### src/rtl/read_stage_rr_arbiter_pipe_pkg.sv
// read_arb_pkg: shared widths, request struct and round-robin grant helper
// for read_stage_rr_arbiter_pipe (rev 1.0).
`default_nettype none

package read_arb_pkg;

  localparam int NUM_IN_DEF = 4;
  localparam int VS_W_DEF   = 5;
  localparam int GRP_W_DEF  = 4;
  localparam int SRC_W_DEF  = 4;
  localparam int IDX_W_DEF  = 3;
  localparam int MAX_IN     = 32;
  localparam int PTR_W_MAX  = 5;

  typedef struct packed {
    logic [VS_W_DEF-1:0]  vs;
    logic [GRP_W_DEF-1:0] groupIndex;
    logic [SRC_W_DEF-1:0] readSource;
    logic [IDX_W_DEF-1:0] instructionIndex;
  } read_req_t;

  // One-hot grant: first valid source at or after (ptr+1) mod n, wrapping.
  function automatic logic [MAX_IN-1:0] rr_next_grant(
    input logic [MAX_IN-1:0]    valid,
    input logic [PTR_W_MAX-1:0] ptr,
    input int                   n
  );
    logic [MAX_IN-1:0] grant;
    int                idx;
    grant = '0;
    for (int k = 1; k <= MAX_IN; k++) begin
      idx = (int'(ptr) + k) % n;
      if (k <= n && grant == '0 && valid[idx[PTR_W_MAX-1:0]]) begin
        grant[idx[PTR_W_MAX-1:0]] = 1'b1;
      end
    end
    return grant;
  endfunction

endpackage

`default_nettype wire

### src/rtl/read_stage_rr_arbiter_pipe_if.sv
// read_stage_rr_arbiter_pipe_if: request fan-in and read-port channel.
// slave = arbiter side, master = sources/read-port side (rev 1.0).
`default_nettype none

interface read_stage_rr_arbiter_pipe_if
  import read_arb_pkg::*;
#(
  parameter int NUM_IN   = NUM_IN_DEF,
  parameter int VS_W     = VS_W_DEF,
  parameter int GRP_W    = GRP_W_DEF,
  parameter int SRC_W    = SRC_W_DEF,
  parameter int IDX_W    = IDX_W_DEF,
  parameter int CHOSEN_W = (NUM_IN > 1) ? $clog2(NUM_IN) : 1
);
  logic [NUM_IN-1:0]       io_in_valid;
  logic [NUM_IN-1:0]       io_in_ready;
  logic [NUM_IN*VS_W-1:0]  io_in_bits_vs;
  logic [NUM_IN*GRP_W-1:0] io_in_bits_groupIndex;
  logic [NUM_IN*SRC_W-1:0] io_in_bits_readSource;
  logic [NUM_IN*IDX_W-1:0] io_in_bits_instructionIndex;
  logic                    io_out_ready;
  logic                    io_out_valid;
  logic [VS_W-1:0]         io_out_bits_vs;
  logic [GRP_W-1:0]        io_out_bits_groupIndex;
  logic [SRC_W-1:0]        io_out_bits_readSource;
  logic [IDX_W-1:0]        io_out_bits_instructionIndex;
  logic [CHOSEN_W-1:0]     io_out_bits_chosen;

  modport slave (
    input  io_in_valid, io_in_bits_vs, io_in_bits_groupIndex,
           io_in_bits_readSource, io_in_bits_instructionIndex, io_out_ready,
    output io_in_ready, io_out_valid, io_out_bits_vs, io_out_bits_groupIndex,
           io_out_bits_readSource, io_out_bits_instructionIndex, io_out_bits_chosen
  );

  modport master (
    output io_in_valid, io_in_bits_vs, io_in_bits_groupIndex,
           io_in_bits_readSource, io_in_bits_instructionIndex, io_out_ready,
    input  io_in_ready, io_out_valid, io_out_bits_vs, io_out_bits_groupIndex,
           io_out_bits_readSource, io_out_bits_instructionIndex, io_out_bits_chosen
  );

endinterface

`default_nettype wire

### src/rtl/read_stage_rr_arbiter_pipe_grant.sv
// rr_grant_comb: combinational rotate-priority grant (one-hot + binary index)
// for read_stage_rr_arbiter_pipe (rev 1.0).
`default_nettype none

module rr_grant_comb
  import read_arb_pkg::*;
#(
  parameter int NUM_IN   = 4,
  parameter int CHOSEN_W = 2
) (
  input  logic [NUM_IN-1:0]   valid,
  input  logic [CHOSEN_W-1:0] ptr,
  output logic [NUM_IN-1:0]   grant,
  output logic [CHOSEN_W-1:0] chosen
);

  logic [MAX_IN-1:0]    valid_ext;
  logic [MAX_IN-1:0]    grant_ext;
  logic [PTR_W_MAX-1:0] ptr_ext;
  logic                 unused_grant_bits;

  always_comb begin
    valid_ext                 = '0;
    valid_ext[NUM_IN-1:0]     = valid;
    ptr_ext                   = '0;
    ptr_ext[CHOSEN_W-1:0]     = ptr;
    grant_ext                 = rr_next_grant(valid_ext, ptr_ext, NUM_IN);
    grant                     = grant_ext[NUM_IN-1:0];
    chosen                    = '0;
    for (int i = 0; i < NUM_IN; i++) begin
      if (grant_ext[i]) chosen = i[CHOSEN_W-1:0];
    end
  end

  assign unused_grant_bits = ^grant_ext;

endmodule

`default_nettype wire

### src/rtl/read_stage_rr_arbiter_pipe.sv
// read_stage_rr_arbiter_pipe: N-way round-robin read-request merge with a registered
// output stage (rev 1.0). Optional READ_ARB_PERF_EN adds perf_conflict_cnt.
`default_nettype none

module read_stage_rr_arbiter_pipe
  import read_arb_pkg::*;
#(
  parameter int NUM_IN   = NUM_IN_DEF,
  parameter int VS_W     = VS_W_DEF,
  parameter int GRP_W    = GRP_W_DEF,
  parameter int SRC_W    = SRC_W_DEF,
  parameter int IDX_W    = IDX_W_DEF,
  parameter int CHOSEN_W = (NUM_IN > 1) ? $clog2(NUM_IN) : 1
) (
  input  logic clock,
  input  logic reset,
  read_stage_rr_arbiter_pipe_if.slave bus
`ifdef READ_ARB_PERF_EN
  ,
  output logic [15:0] perf_conflict_cnt
`endif
);

  logic                load_en;
  logic                xfer;
  logic [NUM_IN-1:0]   grant;
  logic [CHOSEN_W-1:0] grant_idx;

  logic                out_valid_q, out_valid_d;
  logic [VS_W-1:0]     vs_q, vs_d;
  logic [GRP_W-1:0]    grp_q, grp_d;
  logic [SRC_W-1:0]    src_q, src_d;
  logic [IDX_W-1:0]    idx_q, idx_d;
  logic [CHOSEN_W-1:0] chosen_q, chosen_d;

  assign load_en         = !out_valid_q || bus.io_out_ready;
  assign bus.io_in_ready = grant & {NUM_IN{load_en}};
  assign xfer            = |(bus.io_in_valid & bus.io_in_ready);

  generate
    if (NUM_IN > 1) begin : g_rr
      logic [CHOSEN_W-1:0] ptr_q, ptr_d;

      rr_grant_comb #(.NUM_IN(NUM_IN), .CHOSEN_W(CHOSEN_W)) u_grant (
        .valid  (bus.io_in_valid),
        .ptr    (ptr_q),
        .grant  (grant),
        .chosen (grant_idx)
      );

      // Priority only rotates on an accepted transfer, never on a stall.
      always_comb begin
        ptr_d = ptr_q;
        if (xfer) ptr_d = grant_idx;
      end

      always_ff @(posedge clock or negedge reset) begin
        if (!reset) ptr_q <= CHOSEN_W'(NUM_IN - 1);
        else        ptr_q <= ptr_d;
      end
    end else begin : g_single
      assign grant     = 1'b1;
      assign grant_idx = '0;
    end
  endgenerate

  always_comb begin
    out_valid_d = out_valid_q;
    vs_d        = vs_q;
    grp_d       = grp_q;
    src_d       = src_q;
    idx_d       = idx_q;
    chosen_d    = chosen_q;
    if (xfer) begin
      out_valid_d = 1'b1;
      chosen_d    = grant_idx;
      for (int i = 0; i < NUM_IN; i++) begin
        if (grant[i]) begin
          vs_d  = bus.io_in_bits_vs[i*VS_W +: VS_W];
          grp_d = bus.io_in_bits_groupIndex[i*GRP_W +: GRP_W];
          src_d = bus.io_in_bits_readSource[i*SRC_W +: SRC_W];
          idx_d = bus.io_in_bits_instructionIndex[i*IDX_W +: IDX_W];
        end
      end
    end else if (bus.io_out_ready) begin
      out_valid_d = 1'b0;
    end
  end

  always_ff @(posedge clock or negedge reset) begin
    if (!reset) begin
      out_valid_q <= 1'b0;
      vs_q        <= '0;
      grp_q       <= '0;
      src_q       <= '0;
      idx_q       <= '0;
      chosen_q    <= '0;
    end else begin
      out_valid_q <= out_valid_d;
      vs_q        <= vs_d;
      grp_q       <= grp_d;
      src_q       <= src_d;
      idx_q       <= idx_d;
      chosen_q    <= chosen_d;
    end
  end

  assign bus.io_out_valid                 = out_valid_q;
  assign bus.io_out_bits_vs               = vs_q;
  assign bus.io_out_bits_groupIndex       = grp_q;
  assign bus.io_out_bits_readSource       = src_q;
  assign bus.io_out_bits_instructionIndex = idx_q;
  assign bus.io_out_bits_chosen           = chosen_q;

`ifdef READ_ARB_PERF_EN
  logic [15:0] perf_cnt_q, perf_cnt_d;
  logic        multi_valid;

  // v & (v-1) is nonzero exactly when two or more bits are set.
  always_comb begin
    multi_valid = |(bus.io_in_valid & (bus.io_in_valid - NUM_IN'(1)));
    perf_cnt_d  = perf_cnt_q;
    if (multi_valid && perf_cnt_q != 16'hFFFF) perf_cnt_d = perf_cnt_q + 16'd1;
  end

  always_ff @(posedge clock or negedge reset) begin
    if (!reset) perf_cnt_q <= 16'd0;
    else        perf_cnt_q <= perf_cnt_d;
  end

  assign perf_conflict_cnt = perf_cnt_q;
`endif

endmodule

`default_nettype wire

### src/flat_wrapper.sv
// flat-port wrapper written by rule: the top's interface ports become plain ports
module read_stage_rr_arbiter_pipe_flat import read_arb_pkg::*;
#(
  parameter int NUM_IN   = NUM_IN_DEF,
  parameter int VS_W     = VS_W_DEF,
  parameter int GRP_W    = GRP_W_DEF,
  parameter int SRC_W    = SRC_W_DEF,
  parameter int IDX_W    = IDX_W_DEF,
  parameter int CHOSEN_W = (NUM_IN > 1) ? $clog2(NUM_IN) : 1
)
  (clock, reset, bus_io_in_valid, bus_io_in_bits_vs, bus_io_in_bits_groupIndex, bus_io_in_bits_readSource, bus_io_in_bits_instructionIndex, bus_io_out_ready, bus_io_in_ready, bus_io_out_valid, bus_io_out_bits_vs, bus_io_out_bits_groupIndex, bus_io_out_bits_readSource, bus_io_out_bits_instructionIndex, bus_io_out_bits_chosen);
  read_stage_rr_arbiter_pipe_if #(.NUM_IN(NUM_IN), .VS_W(VS_W), .GRP_W(GRP_W), .SRC_W(SRC_W), .IDX_W(IDX_W), .CHOSEN_W(CHOSEN_W)) bus_i ();
  input  logic clock;
  input  logic reset;
  input wire logic [$bits(bus_i.io_in_valid)-1:0] bus_io_in_valid;
  input wire logic [$bits(bus_i.io_in_bits_vs)-1:0] bus_io_in_bits_vs;
  input wire logic [$bits(bus_i.io_in_bits_groupIndex)-1:0] bus_io_in_bits_groupIndex;
  input wire logic [$bits(bus_i.io_in_bits_readSource)-1:0] bus_io_in_bits_readSource;
  input wire logic [$bits(bus_i.io_in_bits_instructionIndex)-1:0] bus_io_in_bits_instructionIndex;
  input wire logic [$bits(bus_i.io_out_ready)-1:0] bus_io_out_ready;
  output wire logic [$bits(bus_i.io_in_ready)-1:0] bus_io_in_ready;
  output wire logic [$bits(bus_i.io_out_valid)-1:0] bus_io_out_valid;
  output wire logic [$bits(bus_i.io_out_bits_vs)-1:0] bus_io_out_bits_vs;
  output wire logic [$bits(bus_i.io_out_bits_groupIndex)-1:0] bus_io_out_bits_groupIndex;
  output wire logic [$bits(bus_i.io_out_bits_readSource)-1:0] bus_io_out_bits_readSource;
  output wire logic [$bits(bus_i.io_out_bits_instructionIndex)-1:0] bus_io_out_bits_instructionIndex;
  output wire logic [$bits(bus_i.io_out_bits_chosen)-1:0] bus_io_out_bits_chosen;
  assign bus_i.io_in_valid = bus_io_in_valid;
  assign bus_i.io_in_bits_vs = bus_io_in_bits_vs;
  assign bus_i.io_in_bits_groupIndex = bus_io_in_bits_groupIndex;
  assign bus_i.io_in_bits_readSource = bus_io_in_bits_readSource;
  assign bus_i.io_in_bits_instructionIndex = bus_io_in_bits_instructionIndex;
  assign bus_i.io_out_ready = bus_io_out_ready;
  assign bus_io_in_ready = bus_i.io_in_ready;
  assign bus_io_out_valid = bus_i.io_out_valid;
  assign bus_io_out_bits_vs = bus_i.io_out_bits_vs;
  assign bus_io_out_bits_groupIndex = bus_i.io_out_bits_groupIndex;
  assign bus_io_out_bits_readSource = bus_i.io_out_bits_readSource;
  assign bus_io_out_bits_instructionIndex = bus_i.io_out_bits_instructionIndex;
  assign bus_io_out_bits_chosen = bus_i.io_out_bits_chosen;
  read_stage_rr_arbiter_pipe #(.NUM_IN(NUM_IN), .VS_W(VS_W), .GRP_W(GRP_W), .SRC_W(SRC_W), .IDX_W(IDX_W), .CHOSEN_W(CHOSEN_W)) u_core (.clock(clock), .reset(reset), .bus(bus_i));
endmodule
### config.mk
export PLATFORM = sky130hd
export DESIGN_NAME = read_stage_rr_arbiter_pipe_flat
export DESIGN_NICKNAME = d
export VERILOG_FILES = /design/src/rtl/read_stage_rr_arbiter_pipe_pkg.sv /design/src/rtl/read_stage_rr_arbiter_pipe_if.sv /design/src/rtl/read_stage_rr_arbiter_pipe_grant.sv /design/src/rtl/read_stage_rr_arbiter_pipe.sv /design/src/flat_wrapper.sv
export SDC_FILE = /design/constraint.sdc
export NUM_CORES = 1
export LEC_CHECK = 0
export CORE_MARGIN = 2
export CORE_UTILIZATION = 40
export CTS_BUF_LIST = sky130_fd_sc_hd__clkbuf_16
export DETAILED_ROUTE_END_ITERATION = 10
export PLACE_DENSITY = 0.79
export SLEW_MARGIN = 20
export SYNTH_ARGS = -nofsm -noshare
export SYNTH_HDL_FRONTEND = slang
export SYNTH_HIERARCHICAL = 1
export SYNTH_SLANG_ARGS = --single-unit
### constraint.sdc
create_clock -name clock -period 5.78 [get_ports clock]
set_input_delay 1.445 -clock clock [delete_from_list [all_inputs] [get_ports clock]]
set_output_delay 1.445 -clock clock [all_outputs]
set_load 0.01 [all_outputs]
==> flow_metrics.env, run 1 <==
export IMPL_postCtsHoldBufs=0
export IMPL_clk_pin_slew_ns=0.06
export IMPL_row_count=24
export IMPL_cts_max_level=1
export IMPL_place_gp_congestion=0.901
export IMPL_slew_violations=0
export IMPL_slew_headroom_pct=53.5
export IMPL_cp_num_buf_inv=4
export IMPL_path_cells="dlymetal6s2s_1 > mux4_2 > buf_4 > nand2_1 > a21boi_0 > or3_1 > o31a_1 > inv_1 > and2_1 > clkdlybuf4s50_1"
export IMPL_final_util_pct=66.5
export IMPL_clock_tree_buffer_depth=2
export IMPL_grt_pass1_vias=1901
export IMPL_dr_pass1_iters=7
export IMPL_grt_total_usage_pct=22.3
export IMPL_synth_distinct_cells=47
export IMPL_synthFlopType="dfrtp_1"
export IMPL_port_buffers=93
export IMPL_fp_dieH_um=71.7
export IMPL_overflow=0
export IMPL_dieWidth_um=71.7
export IMPL_numCtsBuffers=3
export IMPL_cts_root_buf="clkbuf_16"
export IMPL_cts_tree="built"
export IMPL_ir_worst_vdd_mv=0.413
export IMPL_layout_nets=345
export IMPL_setup_viol=0
export IMPL_dieArea_um2=5140
export IMPL_hold_violations=0
export IMPL_num_vias=1805
export IMPL_use_met2_pct=39.5
export IMPL_grt_max_degree=22
export IMPL_num_antenna_cells=0
export IMPL_antenna_found_initial=0
export IMPL_met3_usage_pct=4.50
export IMPL_drc=0
export IMPL_synth_edf_count=0
export IMPL_ant_nets=0
export IMPL_tightestPinTransition_ns=0.693
export IMPL_fin_crit_ns=5.45
export IMPL_drive_above_1_share_pct=16.6
export IMPL_fmax_ghz=0.184
export IMPL_synth_avg_cell_area_um2=10.8
export IMPL_drt_wl_total_um=5550
export IMPL_core_area_um2=4380
export IMPL_leakagePower_nw=1.28
export IMPL_yosysSeqAreaShare_pct=28.8
export IMPL_end_kind="output pin"
export IMPL_clock_skew_ns=0.00298
export IMPL_synth_area_um2=1830
export IMPL_whs_ns=0.522
export IMPL_ys_warn_count=6
export IMPL_max_stage_delay_ns=0.54
export IMPL_startpoint_type="input pin"
export IMPL_synthCells=169
export IMPL_drv_cap=0
export IMPL_grt_busiest_layer="met2"
export IMPL_ys_ff_latch=21
export IMPL_pwr_density_cell_nw_per_um2=761
export IMPL_design_power_total_mw=2.22
export IMPL_clock_sinks=21
export IMPL_path_max_fanout=6
export IMPL_routed_via_density=5.69
export IMPL_synth_async_sr_flop_share_pct=100
export IMPL_initial_utilization_pct=41.8
export IMPL_worstPathRequired_ns=4.34
export IMPL_use_met1_pct=28.1
export IMPL_crit_path_top_delay_cell="mux4_2"
export IMPL_dp_hpwl_um=4200
export IMPL_synth_fp_nets=248
export IMPL_fin_crit_sh_pct=94.3
export IMPL_drt_iter0_drc=261
export IMPL_syn2layout_area_growth_pct=59.0
export IMPL_cp_arrival_ns=4.00
export IMPL_pin_count=94
export IMPL_crit_family="buffers and inverters"
export IMPL_grt_pass1_wl_um=9090
export IMPL_status="finished, final reports clean"
export IMPL_rsz0062_at_grt="no"
export IMPL_clk_latency_ns=0.25
export IMPL_routedWlPerCell_um=17.5
export IMPL_crit_type="in2out"
export IMPL_min_path_type="reg2reg"
==> per-layer routing <==
layer	wire length, um	up-vias
li1	-	853
met5	0	-
met1	2210	856
met2	2870	90
met4	29	0
met3	448	6
==> flip-flops by register name, summed over array words and instances, names as in the netlist <==
signal	cells
u_core/bus.io_out_bits_vs	5
u_core/bus.io_out_bits_groupIndex	4
u_core/bus.io_out_bits_readSource	4
u_core/bus.io_out_bits_instructionIndex	3
u_core/bus.io_out_bits_chosen	2
u_core/g_rr.ptr_q	2
u_core/bus.io_out_valid	1
==> layout make-up <==
| type | instances | area, um2 |
|---|---|---|
| repair buffers | 101 | 996 |
| clock buffers | 3 | 75.1 |
| clock inverters | 1 | 3.75 |
| fillers | 344 | 1470 |
| well taps | 52 | 65.1 |
| inverters | 19 | 71.3 |
| flip-flops and latches | 21 | 528 |
| multi-input cells | 120 | 1170 |
==> layout by cell type (no fill, tap or decap), types with 2 or more instances in the layout <==
cell type,Yosys,final
nand3_1,4,4
o31a_1,2,2
inv_1,19,20
clkdlybuf4s50_1,0,88
nand2_1,6,6
a22o_1,2,2
mux2i_1,17,17
mux4_1,2,2
buf_4,1,8
mux2_2,11,11
ha_1,8,8
mux2_4,10,10
dfrtp_1,19,19
a22oi_1,2,2
a31oi_1,3,3
nor2_1,4,4
a222oi_1,15,15
nand2b_1,2,2
dlymetal6s2s_1,0,4
a31o_2,2,2
clkbuf_16,0,3
dfstp_2,2,2
and2_1,3,3
o21ai_0,3,3
mux4_2,2,2
==> cell families after synthesis <==
family	synth area share, %
fa+ha+maj	5.46
flops	28.8
compound gates	21.0
simple gates	7.58
mux	29.6
buf+inv	7.58
==> cell usage after synthesis (all sizes together), types with 2 or more instances <==
master / count / share of area (%)
mux2: 21 / 15
dfrtp: 19 / 26
inv: 19 / 3.9
mux2i: 17 / 9.3
a222oi: 15 / 8.2
ha: 8 / 5.5
buf: 7 / 3.3
nand2: 6 / 1.2
and2: 4 / 1.4
mux4: 4 / 5.3
nand3: 4 / 1.1
nor2: 4 / 0.82
a21boi: 3 / 1.8
a31oi: 3 / 1.0
o21ai: 3 / 0.82
a211oi: 2 / 0.82
a22o: 2 / 0.96
a22oi: 2 / 0.82
a31o: 2 / 0.96
clkbuf: 2 / 0.41
dfstp: 2 / 2.9
nand2b: 2 / 0.68
o31a: 2 / 0.96
==> report_power, final <==
part / internal [mW] / switching, mW
sequential: 0.245 / 0.0631
clock: 0.0922 / 0.0546
combinational: 0.896 / 0.868
total: 1.23 / 0.986
==> through the flow <==
stage | instances | setup TNS (ns) | setup slack, ns | instance area, um2
finish | 317 | 0 | 0.330 | 2910
global route | 317 | 0 | 0.263 | 2910
CTS | 315 | 0 | 0.0153 | 2890
detailed placement | 311 | -0.0108 | -0.0108 | 2810
global placement | 311 | 0 | 0.0775 | 2810
floorplan | 169 | 0 | 0.670 | 1830
==> path summary, 6_finish.rpt <==
path                       cells past startpoint                        startpoint  slack, ns                                    to
max in group asynchronous                      1                             reset       4.27                  u_core/g_rr.ptr_q[1]
max                                           10                bus_io_in_valid[1]       0.33                    bus_io_in_ready[3]
min in group asynchronous                      1                             reset       1.15  u_core/bus.io_out_bits_readSource[3]
max reg2reg                                   13              u_core/g_rr.ptr_q[0]       1.35  u_core/bus.io_out_bits_readSource[2]
min reg2reg                                    1  u_core/bus.io_out_bits_chosen[1]       0.52      u_core/bus.io_out_bits_chosen[1]
min                                            1  u_core/bus.io_out_bits_chosen[1]       0.52      u_core/bus.io_out_bits_chosen[1]
==> what timing repair did <==
| item | CTS | global route |
|---|---|---|
| cloned | 0 | 0 |
| setup endpoints to repair | 1 | 4 |
| setup buffers | 0 | 2 |
| gates resized for setup | 1 | 4 |
Power figures use the tool's default switching activity.
==> run 2, diff against run 1 <==
--- a/config.mk
+++ b/config.mk
@@ -9,6 +9,7 @@
 export CORE_UTILIZATION = 40
 export CTS_BUF_LIST = sky130_fd_sc_hd__clkbuf_16
 export DETAILED_ROUTE_END_ITERATION = 10
+export MAX_ROUTING_LAYER = met4
 export PLACE_DENSITY = 0.79
 export SLEW_MARGIN = 20
 export SYNTH_ARGS = -nofsm -noshare
==> flow_metrics.env, run 2 (same netlist as run 1, synthesis figures left out) <==
export IMPL_status="finished, final reports clean"
export IMPL_min_path_type="reg2reg"
export IMPL_initial_utilization_pct=41.8
export IMPL_pin_count=94
export IMPL_antenna_found_initial=0
export IMPL_worstPathRequired_ns=4.34
export IMPL_final_common_cell="clkdlybuf4s50_1"
export IMPL_drv_cap=0
export IMPL_drc=0
export IMPL_slew_violations=0
export IMPL_ant_nets=0
export IMPL_dr_pass1_iters=6
export IMPL_path_max_fanout=6
export IMPL_multiInputGateArea_um2=1170
export IMPL_largest_register_ffs=5
export IMPL_final_util_pct=66.5
export IMPL_overflow=0
export IMPL_dieWidth_um=71.7
export IMPL_postCtsHoldBufs=0
export IMPL_cts_tree="built"
export IMPL_pwr_density_cell_nw_per_um2=762
export IMPL_num_vias=1815
export IMPL_fillers=344
export IMPL_layout_nets=345
export IMPL_row_count=24
export IMPL_tightestPinTransition_ns=0.690
export IMPL_drt_iter0_drc=224
export IMPL_clock_tree_buffer_depth=2
export IMPL_grt_pass1_wl_um=9090
export IMPL_fmax_ghz=0.184
export IMPL_clk_pin_slew_ns=0.06
export IMPL_cts_max_level=1
export IMPL_leakagePower_nw=1.28
export IMPL_cp_arrival_ns=3.99
export IMPL_place_gp_congestion=0.916
export IMPL_numCtsBuffers=3
export IMPL_clock_sinks=21
export IMPL_crit_type="in2out"
export IMPL_dieArea_um2=5140
export IMPL_end_kind="output pin"
export IMPL_port_buffers=93
export IMPL_hold_violations=0
export IMPL_rsz0062_at_grt="no"
export IMPL_clock_skew_ns=0.00235
export IMPL_grt_total_usage_pct=22.9
export IMPL_drive_above_1_share_pct=16.6
export IMPL_setup_viol=0
export IMPL_fp_dieH_um=71.7
export IMPL_routed_via_density=5.73
export IMPL_fin_crit_ns=5.44
export IMPL_core_area_um2=4380
export IMPL_fin_crit_sh_pct=94.0
export IMPL_tns_ns=0
export IMPL_regArea_um2=528
export IMPL_routedWlPerCell_um=17.5
export IMPL_num_antenna_cells=0
export IMPL_dp_hpwl_um=4200
export IMPL_grt_pass1_vias=1907
export IMPL_ir_worst_vdd_mv=0.414
export IMPL_most_common_layout_cells="88 x clkdlybuf4s50_1, 20 x inv_1, 19 x dfrtp_1"
export IMPL_grt_max_degree=22
export IMPL_drt_wl_total_um=5550
export IMPL_clk_latency_ns=0.25
export IMPL_slew_headroom_pct=53.7
export IMPL_startpoint_type="input pin"
export IMPL_syn2layout_area_growth_pct=59.0
export IMPL_cts_root_buf="clkbuf_16"
-- run 2: worst max-delay path, stage by stage --
cell and delay (ns):
dlymetal6s2s_1 0.17, mux4_2 0.54, a21boi_4 0.18, a22o_1 0.22
or3_1 0.39, o31a_1 0.32, inv_1 0.07, and2_1 0.11
clkdlybuf4s50_1 0.54
-- run 2: repair_timing --
item	in CTS	in global routing
setup buffers	0	2
setup endpoints to repair	1	4
gates resized for setup	1	4
-- run 2: power breakdown --
part           switching, mW  total, mW  internal (mW)
clock network         0.0542      0.146         0.0922
registers             0.0633      0.308          0.245
logic                  0.871       1.77          0.896
total                  0.989       2.22           1.23
-- run 2: area by class of cell --
type / count / share of cell area [%]
clock buffers: 3 / 2.58
inverters: 19 / 2.45
well taps: 52 / 2.23
multi-input cells: 120 / 40.3
repair buffers: 101 / 34.2
flip-flops and latches: 21 / 18.1
clock inverters: 1 / 0.129
-- run 2: layer usage --
| layer | share of wire, % | track usage [%] | vias up |
|---|---|---|---|
| met4 | 0.20 | 3.98 | 0 |
| met2 | 51 | 39.6 | 97 |
| met3 | 7.6 | 3.52 | 2 |
| met5 | 0 | - | - |
| li1 | - | - | 852 |
| met1 | 41 | 28.7 | 864 |
-- run 2: stage by stage --
stage | power [mW] | hold slack [ns] | setup slack, ns | cell area [um2] | std cells
after global placement | 2.01 | 0.499 | 0.0775 | 2810 | 311
after floorplan | 1.53 | 0.547 | 0.670 | 1830 | 169
after detailed placement | 2.04 | 0.503 | -0.0108 | 2810 | 311
after global routing | 2.39 | 0.531 | 0.263 | 2910 | 317
final | 2.22 | 0.522 | 0.345 | 2910 | 317
after CTS | 2.20 | 0.521 | 0.0153 | 2890 | 315
-- run 2: final timing paths --
check | start | endpoint | slack, ns | cells past startpoint
worst max-delay path | bus_io_in_valid[1] | bus_io_in_ready[3] | 0.34 | 9
worst min-delay path | u_core/bus.io_out_bits_chosen[1] | u_core/bus.io_out_bits_chosen[1] | 0.52 | 1
worst max register to register | u_core/g_rr.ptr_q[0] | u_core/bus.io_out_bits_vs[0] | 1.35 | 13
worst min register to register | u_core/bus.io_out_bits_chosen[1] | u_core/bus.io_out_bits_chosen[1] | 0.52 | 1
max in group asynchronous | reset | u_core/g_rr.ptr_q[1] | 4.27 | 1
min in group asynchronous | reset | u_core/bus.io_out_bits_readSource[3] | 1.15 | 1
